`src/rtl/multiplier_pkg.sv`:
```
// multiplier_pkg: shared types and constants for the RV32M multiplier sequencer.
package multiplier_pkg;

    localparam int unsigned XLEN   = 32;
    localparam int unsigned RD_W   = 5;
    localparam int unsigned F3_W   = 3;
    localparam int unsigned CNT_W  = 8;
    localparam int unsigned CTRL_W = 3;

    localparam logic [F3_W-1:0] F3_MUL    = 3'b000;
    localparam logic [F3_W-1:0] F3_MULH   = 3'b001;
    localparam logic [F3_W-1:0] F3_MULHSU = 3'b010;
    localparam logic [F3_W-1:0] F3_MULHU  = 3'b011;

    typedef enum logic [2:0] {
        ST_IDLE,
        ST_ISSUE,
        ST_WAIT,
        ST_RESP,
        ST_DRAIN
    } seq_state_e;

    typedef struct packed {
        logic signed_A;
        logic signed_B;
        logic upper;
    } mult_ctrl_t;

endpackage

```
`src/rtl/multiplier_seq_decode.sv`:
```
// multiplier_seq_decode: RV32M funct3 to multiplier operand-sign / upper-half control.
module multiplier_seq_decode
    import multiplier_pkg::*;
(
    input  logic [F3_W-1:0]   funct3_i,
    output logic [CTRL_W-1:0] ctrl_o,
    output logic              illegal_o
);

    mult_ctrl_t ctrl;

    always_comb begin
        ctrl      = '0;
        illegal_o = 1'b0;
        case (funct3_i)
            F3_MUL:    ctrl = '{signed_A: 1'b1, signed_B: 1'b1, upper: 1'b0};
            F3_MULH:   ctrl = '{signed_A: 1'b1, signed_B: 1'b1, upper: 1'b1};
            F3_MULHSU: ctrl = '{signed_A: 1'b1, signed_B: 1'b0, upper: 1'b1};
            F3_MULHU:  ctrl = '{signed_A: 1'b0, signed_B: 1'b0, upper: 1'b1};
            default:   illegal_o = 1'b1;
        endcase
    end

    assign ctrl_o = ctrl;

endmodule

```
`src/rtl/multiplier_sequencer.sv`:
```
// multiplier_sequencer: issue/response controller between RV32M execute and the iterative multiplier.
// Define MULT_SEQ_CACHE_EN to add a one-entry {A, B, funct3} -> result cache.
module multiplier_sequencer
    import multiplier_pkg::*;
#(
    parameter int unsigned TIMEOUT_CYCLES = 15
) (
    input  logic            clk_i,
    input  logic            rst_i,
    input  logic            flush_i,
    input  logic            req_valid_i,
    output logic            req_ready_o,
    input  logic [F3_W-1:0] req_funct3_i,
    input  logic [XLEN-1:0] req_op_A_i,
    input  logic [XLEN-1:0] req_op_B_i,
    input  logic [RD_W-1:0] req_rd_i,
    output logic            rsp_valid_o,
    input  logic            rsp_ready_i,
    output logic [XLEN-1:0] rsp_result_o,
    output logic [RD_W-1:0] rsp_rd_o,
    output logic            rsp_error_o,
    output logic            mult_en_o,
    output logic [XLEN-1:0] mult_op_A_o,
    output logic [XLEN-1:0] mult_op_B_o,
    output logic            mult_signed_A_o,
    output logic            mult_signed_B_o,
    output logic            mult_upper_o,
    input  logic [XLEN-1:0] mult_result_i,
    input  logic            mult_done_i
);

    seq_state_e        state_q, state_d;
    logic [CNT_W-1:0]  cnt_q, cnt_d, cnt_inc;
    logic [XLEN-1:0]   op_a_q, op_a_d, op_b_q, op_b_d, res_q, res_d;
    logic [RD_W-1:0]   rd_q, rd_d;
    mult_ctrl_t        ctrl_q, ctrl_d;
    logic              err_q, err_d;
    logic              ready_q, ready_d, valid_q, valid_d, en_q, en_d;

    logic [CTRL_W-1:0] dec_bits;
    mult_ctrl_t        dec_ctrl;
    logic              dec_illegal;
    logic              accept, timeout, wait_done, wait_tmo, drain_tmo;
    logic              cache_hit;
    logic [XLEN-1:0]   cache_res;

    multiplier_seq_decode u_decode (
        .funct3_i  (req_funct3_i),
        .ctrl_o    (dec_bits),
        .illegal_o (dec_illegal)
    );

    assign dec_ctrl    = mult_ctrl_t'(dec_bits);
    // A flush in IDLE blocks the handshake in that same cycle.
    assign req_ready_o = ready_q & ~flush_i;
    assign accept      = req_valid_i & req_ready_o;
    assign cnt_inc     = cnt_q + CNT_W'(1);
    assign timeout     = (cnt_inc >= CNT_W'(TIMEOUT_CYCLES));
    assign wait_done   = (state_q == ST_WAIT) & ~flush_i & mult_done_i;
    assign wait_tmo    = (state_q == ST_WAIT) & ~flush_i & ~mult_done_i & timeout;
    assign drain_tmo   = (state_q == ST_DRAIN) & ~mult_done_i & timeout;

    // State register
    always_ff @(posedge clk_i) begin
        if (!rst_i) begin
            state_q <= ST_IDLE;
        end else begin
            state_q <= state_d;
        end
    end

    // Next-state logic; flush outranks done/timeout/response handshake
    always_comb begin
        state_d = state_q;
        case (state_q)
            ST_IDLE: begin
                if (accept) begin
                    state_d = (dec_illegal || cache_hit) ? ST_RESP : ST_ISSUE;
                end
            end
            ST_ISSUE: state_d = flush_i ? ST_DRAIN : ST_WAIT;
            ST_WAIT: begin
                if (flush_i) begin
                    state_d = ST_DRAIN;
                end else if (mult_done_i || timeout) begin
                    state_d = ST_RESP;
                end
            end
            ST_RESP: begin
                if (flush_i || rsp_ready_i) begin
                    state_d = ST_IDLE;
                end
            end
            ST_DRAIN: begin
                if (mult_done_i || timeout) begin
                    state_d = ST_IDLE;
                end
            end
            default: state_d = ST_IDLE;
        endcase
    end

    // Output / datapath next values, registered below
    always_comb begin
        ready_d = (state_d == ST_IDLE);
        valid_d = (state_d == ST_RESP);
        en_d    = (state_d == ST_ISSUE);
        cnt_d   = ((state_q == ST_WAIT) || (state_q == ST_DRAIN)) ? cnt_inc : '0;
        op_a_d  = op_a_q;
        op_b_d  = op_b_q;
        rd_d    = rd_q;
        ctrl_d  = ctrl_q;
        res_d   = res_q;
        err_d   = err_q;
        if (accept) begin
            op_a_d = req_op_A_i;
            op_b_d = req_op_B_i;
            rd_d   = req_rd_i;
            ctrl_d = dec_ctrl;
            if (dec_illegal) begin
                res_d = '0;
                err_d = 1'b1;
            end else if (cache_hit) begin
                res_d = cache_res;
                err_d = 1'b0;
            end
        end
        if (wait_done) begin
            res_d = mult_result_i;
            err_d = 1'b0;
        end else if (wait_tmo) begin
            res_d = '0;
            err_d = 1'b1;
        end
    end

    always_ff @(posedge clk_i) begin
        if (!rst_i) begin
            ready_q <= 1'b0;
            valid_q <= 1'b0;
            en_q    <= 1'b0;
            cnt_q   <= '0;
            op_a_q  <= '0;
            op_b_q  <= '0;
            rd_q    <= '0;
            ctrl_q  <= '0;
            res_q   <= '0;
            err_q   <= 1'b0;
        end else begin
            ready_q <= ready_d;
            valid_q <= valid_d;
            en_q    <= en_d;
            cnt_q   <= cnt_d;
            op_a_q  <= op_a_d;
            op_b_q  <= op_b_d;
            rd_q    <= rd_d;
            ctrl_q  <= ctrl_d;
            res_q   <= res_d;
            err_q   <= err_d;
        end
    end

`ifdef MULT_SEQ_CACHE_EN
    logic [XLEN-1:0] cache_a_q, cache_a_d, cache_b_q, cache_b_d, cache_res_q, cache_res_d;
    logic [F3_W-1:0] cache_f3_q, cache_f3_d, f3_q, f3_d;
    logic            cache_vld_q, cache_vld_d;

    assign cache_hit = cache_vld_q & ~dec_illegal & (req_op_A_i == cache_a_q)
                     & (req_op_B_i == cache_b_q) & (req_funct3_i == cache_f3_q);
    assign cache_res = cache_res_q;

    // Fill on clean completion; any flush or lost done drops the entry
    always_comb begin
        f3_d        = accept ? req_funct3_i : f3_q;
        cache_a_d   = cache_a_q;
        cache_b_d   = cache_b_q;
        cache_f3_d  = cache_f3_q;
        cache_res_d = cache_res_q;
        cache_vld_d = cache_vld_q;
        if (wait_done) begin
            cache_a_d   = op_a_q;
            cache_b_d   = op_b_q;
            cache_f3_d  = f3_q;
            cache_res_d = mult_result_i;
            cache_vld_d = 1'b1;
        end
        if (flush_i || wait_tmo || drain_tmo) begin
            cache_vld_d = 1'b0;
        end
    end

    always_ff @(posedge clk_i) begin
        if (!rst_i) begin
            f3_q        <= '0;
            cache_a_q   <= '0;
            cache_b_q   <= '0;
            cache_f3_q  <= '0;
            cache_res_q <= '0;
            cache_vld_q <= 1'b0;
        end else begin
            f3_q        <= f3_d;
            cache_a_q   <= cache_a_d;
            cache_b_q   <= cache_b_d;
            cache_f3_q  <= cache_f3_d;
            cache_res_q <= cache_res_d;
            cache_vld_q <= cache_vld_d;
        end
    end
`else
    assign cache_hit = 1'b0;
    assign cache_res = '0;
`endif

    assign rsp_valid_o     = valid_q;
    assign rsp_result_o    = res_q;
    assign rsp_rd_o        = rd_q;
    assign rsp_error_o     = err_q;
    assign mult_en_o       = en_q;
    assign mult_op_A_o     = op_a_q;
    assign mult_op_B_o     = op_b_q;
    assign mult_signed_A_o = ctrl_q.signed_A;
    assign mult_signed_B_o = ctrl_q.signed_B;
    assign mult_upper_o    = ctrl_q.upper;

endmodule
```
`config.mk`:
```
export PLATFORM = sky130hd
export DESIGN_NAME = multiplier_sequencer
export DESIGN_NICKNAME = d
export VERILOG_FILES = /design/src/rtl/multiplier_pkg.sv /design/src/rtl/multiplier_seq_decode.sv /design/src/rtl/multiplier_sequencer.sv
export SDC_FILE = /design/constraint.sdc
export NUM_CORES = 1
export LEC_CHECK = 0
export BUFFER_PORTS_ARGS = -buffer_cell sky130_fd_sc_hd__buf_2
export CORE_MARGIN = 3
export CORE_UTILIZATION = 40
export CTS_BUF_LIST = sky130_fd_sc_hd__clkbuf_4 sky130_fd_sc_hd__clkbuf_8
export CTS_CLUSTER_DIAMETER = 40
export DETAILED_ROUTE_END_ITERATION = 6
export GPL_ROUTABILITY_DRIVEN = 0
export PLACE_DENSITY_LB_ADDON = 0.15
export SYNTH_ARGS = -nofsm -noshare
export SYNTH_HDL_FRONTEND = slang
export SYNTH_HIERARCHICAL = 1
export SYNTH_SLANG_ARGS = --single-unit
```
`constraint.sdc`:
```
create_clock -name clk_i -period 5.1 [get_ports clk_i]
set_input_delay 0.51 -clock clk_i [delete_from_list [all_inputs] [get_ports clk_i]]
set_output_delay 0.51 -clock clk_i [all_outputs]
set_load 0.02 [all_outputs]
```
==> results.sh, run 1 <==
export IMPL_gr_usage_all_layers_pct=18.4
export IMPL_grt_max_degree=75
export IMPL_worstPathRequired_ns=5.45
export IMPL_hpwl_mm=8.16
export IMPL_critPathKind="flop to flop"
export IMPL_dieHeight_microns=111
export IMPL_vdd_ir_drop_max_uv=195
export IMPL_setup_viol=0
export IMPL_power_mw=2.13
export IMPL_worst_slew_pin_slew_ns=1.18
export IMPL_htreeDepth=4
export IMPL_numPortBuffers=217
export IMPL_multi_input_area_sq_mm=0.00190
export IMPL_initial_core_util_pct=42.1
export IMPL_overflow=0
export IMPL_core_area_sq_mm=0.0106
export IMPL_intPower_mw=1.65
export IMPL_wl_mm=11.6
export IMPL_r2r_end="rsp_result_o[4]"
export IMPL_layout_commonest_cell="buf_2"
export IMPL_fin_area_sq_mm=0.00603
export IMPL_ios=218
export IMPL_fin_crit_ns=2.90
export IMPL_status="completed"
export IMPL_root_buffer="clkbuf_8"
export IMPL_clkSinkCount=119
export IMPL_drv_cap=0
export IMPL_clkPwrFrac_pct=44.8
export IMPL_cts_setup_buffers=0
export IMPL_slew_headroom_pct=21.2
export IMPL_powerDensity_mw_per_mm2=354
export IMPL_cts_resized=0
export IMPL_synth_edf_count=0
export IMPL_row_count=37
export IMPL_skew_ns=0.00875
export IMPL_fin_cells=828
export IMPL_hold_class="input pin to flop"
export IMPL_tns_ns=0
export IMPL_drc=0
export IMPL_dpl_cell_area_sq_mm=0.00557
export IMPL_grt_pass1_wl_mm=18.8
export IMPL_syn_area_per_cell_sq_um=9.31
export IMPL_p_switching_mw=0.483
export IMPL_routedWlPerCell_microns=14.0
export IMPL_hold_depth=2
export IMPL_cts_buffers=17
export IMPL_post_place_ws_ns=2.15
export IMPL_num_fill_cells=984
export IMPL_synthArstFlopShare_pct=0
export IMPL_critPathLaunchType="flop"
export IMPL_slew_viol_final=0
export IMPL_hold_buffers=0
export IMPL_yosys_area_top_type="dfxtp_1"
export IMPL_drt_iter0_markers=175
export IMPL_synth_ff_type="dfxtp_1"
export IMPL_whs_ns=0.300
export IMPL_yosysWarnings=6
export IMPL_postLayoutCoreUtil_pct=57.1
export IMPL_finalHoldViolCount=0
export IMPL_combPwrFrac_pct=9.4
export IMPL_clk_latency_ns=0.42
export IMPL_ff2ff_path_depth=6
export IMPL_layout_drive_gt1_share_pct=37.4
export IMPL_areaGrowthSynthToFinish_pct=35.5
export IMPL_r2r_slack_ns=2.20
export IMPL_die_area_sq_mm=0.0124
export IMPL_hp_start="mult_result_i[27]"
export IMPL_synth_cell_types=44
export IMPL_path_clk_slew_ns=0.07
export IMPL_swShare_pct=22.7
export IMPL_synth_top_area_share_pct=53.6
export IMPL_cp_data_arrival_time_ns=3.25
export IMPL_ys_seq_area_share_pct=53.6
export IMPL_rsz0062_at_grt="no"
export IMPL_grt_pass1_vias=3850
export IMPL_n_antenna_cell=0
export IMPL_vias_per_cell=4.78
export IMPL_antenna_found_initial=0
export IMPL_power_frac_seq_pct=45.8
export IMPL_drtPass1Iterations=4
export IMPL_critPathCaptureType="flop"
export IMPL_detail_route_antenna_nets=0
export IMPL_p_leak_nw=2.78
export IMPL_synth_cell_area_sq_mm=0.00445
export IMPL_syn_num_nets=590
export IMPL_place_inst=798
export IMPL_worstHoldEndpoint="rsp_result_o[27]"
export IMPL_finalCritPeriodShare_pct=56.9
export IMPL_fin_ws_ns=2.20
export IMPL_synthCells=478
export IMPL_cp_max_fo=32
export IMPL_final_cell_mix="217 x buf_2, 150 x nand2_1, 119 x dfxtp_1"
export IMPL_die_w_microns=111
export IMPL_clockBufferDepth=2
export IMPL_max_freq_mhz=345
export IMPL_synthTopCellsByArea="dfxtp_1 54%, nand2_1 13%, a21boi_0 12%, a22o_1 6.3%, clkbuf_1 2.6%"
export IMPL_num_vias=3957
export IMPL_worstReg2RegStart="cnt_q[0]"
export IMPL_layout_area_seq_sq_mm=0.00238
export IMPL_fin_nets=793
export IMPL_ys_ff_latch=119
export IMPL_cts_tree="built"
sequential cells by signal (all words and copies together), names as in the netlist:
name	flops
mult_en_o	1
mult_upper_o	1
mult_signed_B_o	1
ready_q	1
rsp_valid_o	1
mult_signed_A_o	1
rsp_rd_o	5
cnt_q	8
mult_op_B_o	32
state_q	3
rsp_error_o	1
mult_op_A_o	32
rsp_result_o	32
synth_stat cells, types with 2 or more instances:
cell type,number
a21oi_1,4
nor3b_1,2
dfxtp_1,119
xor2_1,4
nor2b_1,3
buf_6,3
a21boi_0,72
ha_1,2
and3_1,3
xnor2_1,4
clkbuf_1,31
nor2_1,10
nand2_1,150
nand3b_1,5
nand3_1,5
a22o_1,32
nor3_1,2
cell families after synthesis:
logic type | after synthesis | share of synthesized area, %
and+or+nand+nor | 192 | 18.9
AOI/OAI and AO/OA | 120 | 21.7
buffers and inverters | 37 | 3.66
DFF | 119 | 53.6
adders and majority gates | 2 | 0.562
xor gates and xnor gates | 8 | 1.58
layer usage:
metal	routed length, microns	global-route usage (%)	vias up
met2	5730	30.5	133
met1	4770	21.1	1796
met5	0	0	-
met3	851	7.61	19
met4	223	7.79	0
li1	-	-	2009
power by group through the flow:
stage	clock [mW]	sequential [mW]	combinational [mW]
3_5_place_dp	0	0.997	0.203
3_3_place_gp	0	0.996	0.199
6_report	0.954	0.977	0.200
2_1_floorplan	0	1.03	0.0863
4_1_cts	0.978	0.977	0.203
5_1_grt	1.02	0.980	0.221
how the worst max path moves through the flow:
stage	start	end	cells past startpoint
6_report	cnt_q[0]	rsp_result_o[4]	6
5_1_grt	cnt_q[0]	rsp_result_o[4]	6
4_1_cts	cnt_q[0]	rsp_result_o[4]	6
3_5_place_dp	flush_i	rsp_result_o[4]	7
3_3_place_gp	flush_i	rsp_result_o[12]	7
2_1_floorplan	cnt_q[1]	rsp_result_o[10]	7
critical path, stage by stage (launching register included):
cell and delay [ns]:
dfxtp_1 0.46, ha_1 0.31, nor3b_1 0.21, a32oi_1 0.13, a211o_1 0.40, o32ai_4 1.03
a22o_1 0.29
layout make-up:
type,instances,area share [%]
inverter,1,0.0623
clock inverter,7,2.33
multi-input combinational,322,31.6
sequential,119,39.5
timing repair buffer,220,18.4
clock buffer,23,5.25
tap,136,2.82
(Power assumes the default switching activity.)
==> run 2, diff against run 1 <==
==> constraint.sdc (replaced) <==
create_clock -name clk_i -period 2.9 [get_ports clk_i]
set_input_delay 0.29 -clock clk_i [delete_from_list [all_inputs] [get_ports clk_i]]
set_output_delay 0.29 -clock clk_i [all_outputs]
set_load 0.02 [all_outputs]
==> results.sh, run 2 (synthesized netlist as in run 1, its figures left out) <==
export IMPL_detail_route_antenna_nets=0
export IMPL_cp_max_fo=32
export IMPL_fin_crit_ns=2.40
export IMPL_vdd_ir_drop_max_uv=294
export IMPL_skew_ns=0.00931
export IMPL_cts_setup_buffers=0
export IMPL_vias_per_cell=4.82
export IMPL_status="completed"
export IMPL_row_count=37
export IMPL_clockBufferDepth=2
export IMPL_cts_buffers=17
export IMPL_post_place_ws_ns=0.515
export IMPL_routedWlPerCell_microns=13.8
export IMPL_final_cell_mix="217 x buf_2, 150 x nand2_1, 119 x dfxtp_1"
export IMPL_worstPathRequired_ns=3.26
export IMPL_crit_slowest_cell="dfxtp_1"
export IMPL_cts_resized=0
export IMPL_gr_usage_all_layers_pct=18.4
export IMPL_areaGrowthSynthToFinish_pct=36.7
export IMPL_slew_headroom_pct=50.2
export IMPL_max_freq_mhz=417
export IMPL_layout_commonest_cell="buf_2"
export IMPL_cts_tree="built"
export IMPL_dieHeight_microns=111
export IMPL_worst_slew_pin_slew_ns=0.746
export IMPL_fin_ws_ns=0.501
export IMPL_clkSinkCount=119
export IMPL_slowest_delay_ns=0.46
export IMPL_cp_data_arrival_time_ns=2.76
export IMPL_worstPathCellList="ha_1, nor3b_1, a32oi_1, a211o_1, o32ai_4, buf_4, a22o_1"
export IMPL_overflow=0
export IMPL_drtPass1Iterations=4
export IMPL_slew_viol_final=0
export IMPL_layout_drive_gt1_share_pct=37.8
export IMPL_critPathLaunchType="flop"
export IMPL_postLayoutCoreUtil_pct=57.6
export IMPL_tns_ns=0
export IMPL_setup_viol=0
export IMPL_p_leak_nw=2.81
export IMPL_hold_class="input pin to flop"
export IMPL_ff2ff_path_depth=7
export IMPL_wl_mm=11.5
export IMPL_grt_pass1_vias=3997
export IMPL_critPathCaptureType="flop"
export IMPL_fin_area_sq_mm=0.00608
export IMPL_hold_depth=2
export IMPL_critPathKind="flop to flop"
export IMPL_drc=0
export IMPL_grt_pass1_wl_mm=18.7
export IMPL_core_area_sq_mm=0.0106
export IMPL_initial_core_util_pct=42.1
export IMPL_finalHoldViolCount=0
export IMPL_dpl_cell_area_sq_mm=0.00558
export IMPL_powerDensity_mw_per_mm2=642
export IMPL_htreeDepth=4
export IMPL_numPortBuffers=217
export IMPL_root_buffer="clkbuf_8"
export IMPL_antenna_found_initial=0
export IMPL_die_area_sq_mm=0.0124
export IMPL_clk_latency_ns=0.42
export IMPL_fin_nets=795
export IMPL_path_clk_slew_ns=0.07
export IMPL_drt_iter0_markers=180
export IMPL_ios=218
export IMPL_rsz0062_at_grt="no"
export IMPL_num_vias=4008
export IMPL_num_fill_cells=968
export IMPL_grt_max_degree=74
export IMPL_n_antenna_cell=0
export IMPL_die_w_microns=111
export IMPL_hpwl_mm=8.15
export IMPL_drv_cap=0
export IMPL_power_mw=3.90
export IMPL_finalCritPeriodShare_pct=82.7
export IMPL_hold_buffers=0
-- run 2: changes by cell type in the layout (fill, tap and decap cells not counted) --
cell | previous run | this run
clkbuf_8 | 23 | 18
clkinv_4 | 0 | 5
buf_4 | 3 | 5
bufinv_16 | 4 | 6
clkinvlp_4 | 2 | 0
inv_6 | 0 | 2
-- run 2: layout make-up --
| class | count | area, sq um | share of cell area [%] |
|---|---|---|---|
| clock inverter | 14 | 246 | 4.06 |
| clock buffer | 18 | 248 | 4.08 |
| timing repair buffer | 222 | 1120 | 18.5 |
| tap | 136 | 170 | 2.80 |
| sequential | 119 | 2380 | 39.2 |
| multi-input combinational | 322 | 1900 | 31.3 |
| inverter | 1 | 3.75 | 0.0618 |
-- run 2: metal layers --
layer / global-route usage [%] / routed length [microns] / share of wire [%]
met5: 0 / 0 / 0
met4: 6.16 / 128 / 1.1
met3: 7.61 / 905 / 7.9
met2: 32.1 / 5930 / 52
met1: 20.1 / 4540 / 39
-- run 2: worst max-delay path, delay by kind of cell, from the launching register on --
kind,cells,cell delay [ns]
fa+ha+maj,1,0.31
flops,1,0.46
compound gates,4,0.99
buf+inv,1,0.35
simple gates,1,0.22
-- run 2: path summary, 6_finish.rpt --
check                    start               end  slack (ns)
max                   cnt_q[0]   rsp_result_o[6]        0.50
min          mult_result_i[15]  rsp_result_o[15]        0.07
max reg2reg           cnt_q[0]   rsp_result_o[6]        0.50
min reg2reg        rsp_rd_o[3]       rsp_rd_o[3]        0.46
-- run 2: where the power goes --
part | leakage [nW] | internal (mW) | switching [mW] | total, mW
combinational | 1.60 | 0.147 | 0.206 | 0.353
clock | 0.248 | 1.14 | 0.688 | 1.83
sequential | 0.963 | 1.69 | 0.0299 | 1.72
-- run 2: stage by stage --
stage,hold WS (ns),std cells
detailed placement,0.453,800
global placement,0.446,800
finish,0.0712,832
CTS,0.0377,832
floorplan,0.415,478
global route,0.0340,832
